--- src/rtl/sipo_pkg.sv ---
// Shared types and frame-length helpers for the SIPO frame receiver.
// Parity mode follows the SIPO_PARITY_EN macro.
package sipo_pkg;

    typedef enum logic {
        ST_IDLE  = 1'b0,
        ST_SHIFT = 1'b1
    } state_e;

`ifdef SIPO_PARITY_EN
    localparam bit PARITY_EN = 1'b1;
`else
    localparam bit PARITY_EN = 1'b0;
`endif

    // Serial samples per frame: the data bits, plus one parity bit when enabled.
    function automatic int frame_bits(input int n, input bit parity_en);
        return parity_en ? n + 1 : n;
    endfunction

endpackage

--- src/rtl/sipo_frame_rx_out_buf.sv ---
// One-deep valid/ready slice holding the received word and its parity flag.
// A write into a full buffer that is not draining this edge is dropped, and overrun pulses.
module sipo_out_buf #(
    parameter int N = 4
) (
    input  logic         clk,
    input  logic         rst,
    input  logic         wr_en,
    input  logic [N-1:0] wr_data,
    input  logic         wr_perr,
    input  logic         out_ready,
    output logic [N-1:0] data_out,
    output logic         out_valid,
    output logic         parity_err,
    output logic         overrun
);

    logic [N-1:0] data_q, data_d;
    logic         valid_q, valid_d;
    logic         perr_q, perr_d;
    logic         ovr_q, ovr_d;

    always_comb begin
        data_d  = data_q;
        valid_d = valid_q;
        perr_d  = perr_q;
        ovr_d   = 1'b0;
        if (wr_en && (!valid_q || out_ready)) begin
            data_d  = wr_data;
            perr_d  = wr_perr;
            valid_d = 1'b1;
        end else if (wr_en) begin
            ovr_d = 1'b1;
        end else if (valid_q && out_ready) begin
            valid_d = 1'b0;
        end
    end

    always_ff @(posedge clk or negedge rst) begin
        if (!rst) begin
            data_q  <= '0;
            valid_q <= 1'b0;
            perr_q  <= 1'b0;
            ovr_q   <= 1'b0;
        end else begin
            data_q  <= data_d;
            valid_q <= valid_d;
            perr_q  <= perr_d;
            ovr_q   <= ovr_d;
        end
    end

    assign data_out   = data_q;
    assign out_valid  = valid_q;
    assign parity_err = perr_q;
    assign overrun    = ovr_q;

endmodule

--- src/rtl/sipo_frame_rx.sv ---
// Serial-in parallel-out frame receiver: LSB-first bits after a start strobe build an N-bit word.
// Build with SIPO_PARITY_EN to take an extra even-parity bit per frame.
module sipo_frame_rx
    import sipo_pkg::*;
#(
    parameter int N = 4
) (
    input  logic         clk,
    input  logic         rst,
    input  logic         start,
    input  logic         serial_in,
    input  logic         out_ready,
    output logic [N-1:0] data_out,
    output logic         out_valid,
    output logic         busy,
    output logic         frame_abort,
    output logic         overrun,
    output logic         parity_err
);

    localparam int CNT_W = $clog2(N + 2);
    localparam int FB    = frame_bits(N, PARITY_EN);
    localparam logic [CNT_W-1:0] LAST_CNT = CNT_W'(FB - 1);
    localparam logic [CNT_W-1:0] DATA_CNT = CNT_W'(N);

    state_e           state_q, state_d;
    logic [CNT_W-1:0] cnt_q, cnt_d;
    logic [N-1:0]     shreg_q, shreg_d;
    logic             busy_q, busy_d;
    logic             abort_q, abort_d;
    logic             commit;
    logic             wr_perr;

    always_comb begin
        state_d = state_q;
        cnt_d   = cnt_q;
        shreg_d = shreg_q;
        abort_d = 1'b0;
        commit  = 1'b0;
        unique case (state_q)
            ST_IDLE: begin
                if (start) begin
                    state_d = ST_SHIFT;
                    cnt_d   = '0;
                end
            end
            ST_SHIFT: begin
                // A restart leaves stale bits in shreg; the next N shifts overwrite them all.
                if (start) begin
                    abort_d = 1'b1;
                    cnt_d   = '0;
                end else begin
                    cnt_d = cnt_q + 1'b1;
                    if (cnt_q < DATA_CNT)
                        shreg_d = {serial_in, shreg_q[N-1:1]};
                    if (cnt_q == LAST_CNT) begin
                        commit  = 1'b1;
                        state_d = ST_IDLE;
                    end
                end
            end
            default: state_d = ST_IDLE;
        endcase
        busy_d = (state_d == ST_SHIFT);
    end

`ifdef SIPO_PARITY_EN
    // The last sample is the parity bit itself; shreg already holds the full data word.
    assign wr_perr = (^shreg_q) ^ serial_in;
`else
    assign wr_perr = 1'b0;
`endif

    always_ff @(posedge clk or negedge rst) begin
        if (!rst) begin
            state_q <= ST_IDLE;
            cnt_q   <= '0;
            shreg_q <= '0;
            busy_q  <= 1'b0;
            abort_q <= 1'b0;
        end else begin
            state_q <= state_d;
            cnt_q   <= cnt_d;
            shreg_q <= shreg_d;
            busy_q  <= busy_d;
            abort_q <= abort_d;
        end
    end

    sipo_out_buf #(.N(N)) u_out_buf (
        .clk        (clk),
        .rst        (rst),
        .wr_en      (commit),
        .wr_data    (shreg_d),
        .wr_perr    (wr_perr),
        .out_ready  (out_ready),
        .data_out   (data_out),
        .out_valid  (out_valid),
        .parity_err (parity_err),
        .overrun    (overrun)
    );

    assign busy        = busy_q;
    assign frame_abort = abort_q;

endmodule

--- config.mk ---
export PLATFORM = sky130hd
export DESIGN_NAME = sipo_frame_rx
export DESIGN_NICKNAME = d
export VERILOG_FILES = /design/src/rtl/sipo_pkg.sv /design/src/rtl/sipo_frame_rx_out_buf.sv /design/src/rtl/sipo_frame_rx.sv
export SDC_FILE = /design/constraint.sdc
export NUM_CORES = 1
export LEC_CHECK = 0
export ABC_AREA = 1
export BUFFER_PORTS_ARGS = -buffer_cell sky130_fd_sc_hd__buf_2
export CAP_MARGIN = 20
export CELL_PAD_IN_SITES_DETAIL_PLACEMENT = 1
export CELL_PAD_IN_SITES_GLOBAL_PLACEMENT = 1
export CORE_ASPECT_RATIO = 1.25
export CORE_UTILIZATION = 38
export DETAILED_ROUTE_END_ITERATION = 16
export PLACE_DENSITY = 0.78
export SYNTH_ARGS = -nofsm -noshare
export SYNTH_HDL_FRONTEND = slang
export SYNTH_HIERARCHICAL = 1
export SYNTH_SLANG_ARGS = --single-unit
--- constraint.sdc ---
create_clock -name clk -period 1.6 [get_ports clk]
set_input_delay 0.32 -clock clk [delete_from_list [all_inputs] [get_ports clk]]
set_output_delay 0.32 -clock clk [all_outputs]
set_load 0.01 [all_outputs]
==> impl_metrics.ini <==
[run_status]
status = finished, final reports clean

[clock_tree]
cts_setup_buffers = 0
cts.sinks = 16
numCtsBuffers = 3
cts_tree = yes
h-tree-depth = 1
path_clk_slew_ps = 90
cts_buffer_depth = 2
clk_latency_ps = 280
cts-root-buf = clkbuf_4

[finish]
syn_to_final_growth_pct = 21.1
final_nets = 97
final_common_cell = nand2_1
antennaDiodeCount = 0
fin_util = 0.502
layout_common_cells = nand2_1 (25), dfrtp_1 (16), buf_2 (13), nand3_1 (6), inv_1 (5)
drive_gt1_frac = 0.281

[timing]
skew_ps = 2.87
timing.hold.ws_ps = 285
fin_tns_setup_ps = 0
final-setup-viol-count = 0
final_max_slew_viol_count = 0
max_freq_ghz = 0.718
fin_crit_ps = 1390
fin_crit_sh = 0.871
grt_setup_unrepaired = no
hold_viol_final = 0

[power_and_ir_drop]
power.density_mw_per_mm2 = 1380
p_leak_nw = 0.446
report.power.total_mw = 1.11
ir_drop_uv = 668

[logic_synthesis]
ys_warn_count = 6
synth-seq-cells = 16
netlist_instances = 70
yosysUniqueCellTypes = 15
synth-adder-area-share = 0.0377
synth-simple-area-share = 0.279
synth_top_family_by_area = simple AND/OR/NAND/NOR gates
syn_nets = 77
ys_seq_area_frac = 0.604
netlist_area_um2 = 663
synth.area.mux_share = 0
synth-compound-area-share = 0.0226
syn_avg_cell_area_um2 = 9.47
synth_xor_area_frac = 0

[floorplanning]
floorplan.initialDensity = 0.414
fp.coreArea_mm2 = 0.00160
ioPinCount = 14
rows = 16
die_w_um = 39.4
die-area_mm2 = 0.00192
die_y_um = 48.7

[worst_setup_path]
start_kind = flop
worstPathArrival_ps = 1570
cp_max_fo = 7
crit_required_ps = 1780
critPathCaptureType = flop
path_class = flop to flop

[worst_hold_path]
hold_class = input pin to flop

[global_routing]
first_global_vias = 530
grt_max_degree = 17
track_usage = 0.173
antenna_found_initial = 0
overflow = 0
grt_pass1_wl_um = 2330

[detailed_routing]
vias = 535
drt_wl_total_um = 1270
viasPerCell = 5.00
drtIter0Drc = 6
drcViolationCount = 0
drtAntennaViolNets = 0
drt_pass1_iterations = 4
wl_per_cell_um = 11.8

[place]
gp_congestion = 0.766
hpwl_um = 954
port_buffers = 13

[job]
maxCapViolCount = 0
## cells in the mapped netlist
cell / count / area share
nand2_1: 25 / 0.14
dfrtp_1: 16 / 0.60
nand3_1: 6 / 0.045
inv_1: 5 / 0.028
nand4_1: 4 / 0.038
ha_1: 2 / 0.038
nand2_2: 2 / 0.019
nor2_1: 2 / 0.011
o21ai_0: 2 / 0.015
a21oi_1: 1 / 0.0075
buf_6: 1 / 0.017
conb_1: 1 / 0.0057
inv_2: 1 / 0.0057
nand3_2: 1 / 0.015
nor2_2: 1 / 0.0094
## state kept, by name (all words and copies together) (netlist names)
signal                cells
frame_abort               1
shreg_q                   4
busy                      1
u_out_buf/out_valid       1
u_out_buf/parity_err      1
u_out_buf/overrun         1
cnt_q                     3
u_out_buf/data_out        4
## through the flow
step | setup slack (ps) | area, µm² | instances
CTS | 92.1 | 801 | 107
floorplan | 262 | 663 | 70
global placement | 180 | 754 | 102
finish | 206 | 803 | 107
detailed placement | 129 | 754 | 102
global route | 82.7 | 803 | 107
## power breakdown
part / switching, mW / internal [mW]
sequential: 0.0511 / 0.512
combinational: 0.172 / 0.115
clock: 0.119 / 0.138
## timing repair
| item | 4_1_cts | 5_1_grt |
|---|---|---|
| hold buffers | 1 | 0 |
| gates resized for setup | 0 | 1 |
| setup endpoints to repair | 0 | 5 |
| hold endpoints to repair | 16 | 0 |
## path summary, 6_finish.rpt
path | start | endpoint | slack [ps] | cells after the start
worst min-delay path | start | frame_abort$_DFF_PN0_ | 290 | 3
worst max register to register | cnt_q[0]$_DFFE_PN0P_ | u_out_buf/data_out[2]$_DFFE_PN0P_ | 210 | 7
worst max-delay path | cnt_q[0]$_DFFE_PN0P_ | u_out_buf/data_out[2]$_DFFE_PN0P_ | 210 | 7
worst min register to register | u_out_buf/data_out[3]$_DFFE_PN0P_ | u_out_buf/data_out[3]$_DFFE_PN0P_ | 480 | 2
min in group asynchronous | rst | u_out_buf/overrun$_DFF_PN0_ | 470 | 2
max in group asynchronous | rst | shreg_q[1]$_DFF_PN0_ | 880 | 2
## worst max-delay path: stages, from the launching register on
cell	delay [ps]
dfrtp_1	370
ha_1	160
ha_1	170
inv_1	60
nor2_2	270
nand2_2	140
nand2_1	80
nand2_1	50
## per-layer routing
metal | vias up | part of all wire | GRT usage
met1 | 256 | 0.50 | 0.260
met2 | 12 | 0.45 | 0.247
met5 | - | 0 | 0
li1 | 263 | - | -
met3 | 4 | 0.036 | 0.0413
met4 | 0 | 0.016 | 0.0517
## cells by family after synthesis
kind of cell	Yosys count
simple gates	41
flops	16
buf+inv	7
compound gates	3
fa+ha+maj	2
other cells	1
## layout make-up
| cell class | count | area, µm² |
|---|---|---|
| fillers | 199 | 798 |
| inverters | 6 | 22.5 |
| multi-input cells | 47 | 231 |
| well taps | 18 | 22.5 |
| clock buffers | 4 | 36.3 |
| repair buffers | 16 | 90.1 |
| flip-flops and latches | 16 | 400 |
(Power assumes the default switching activity.)
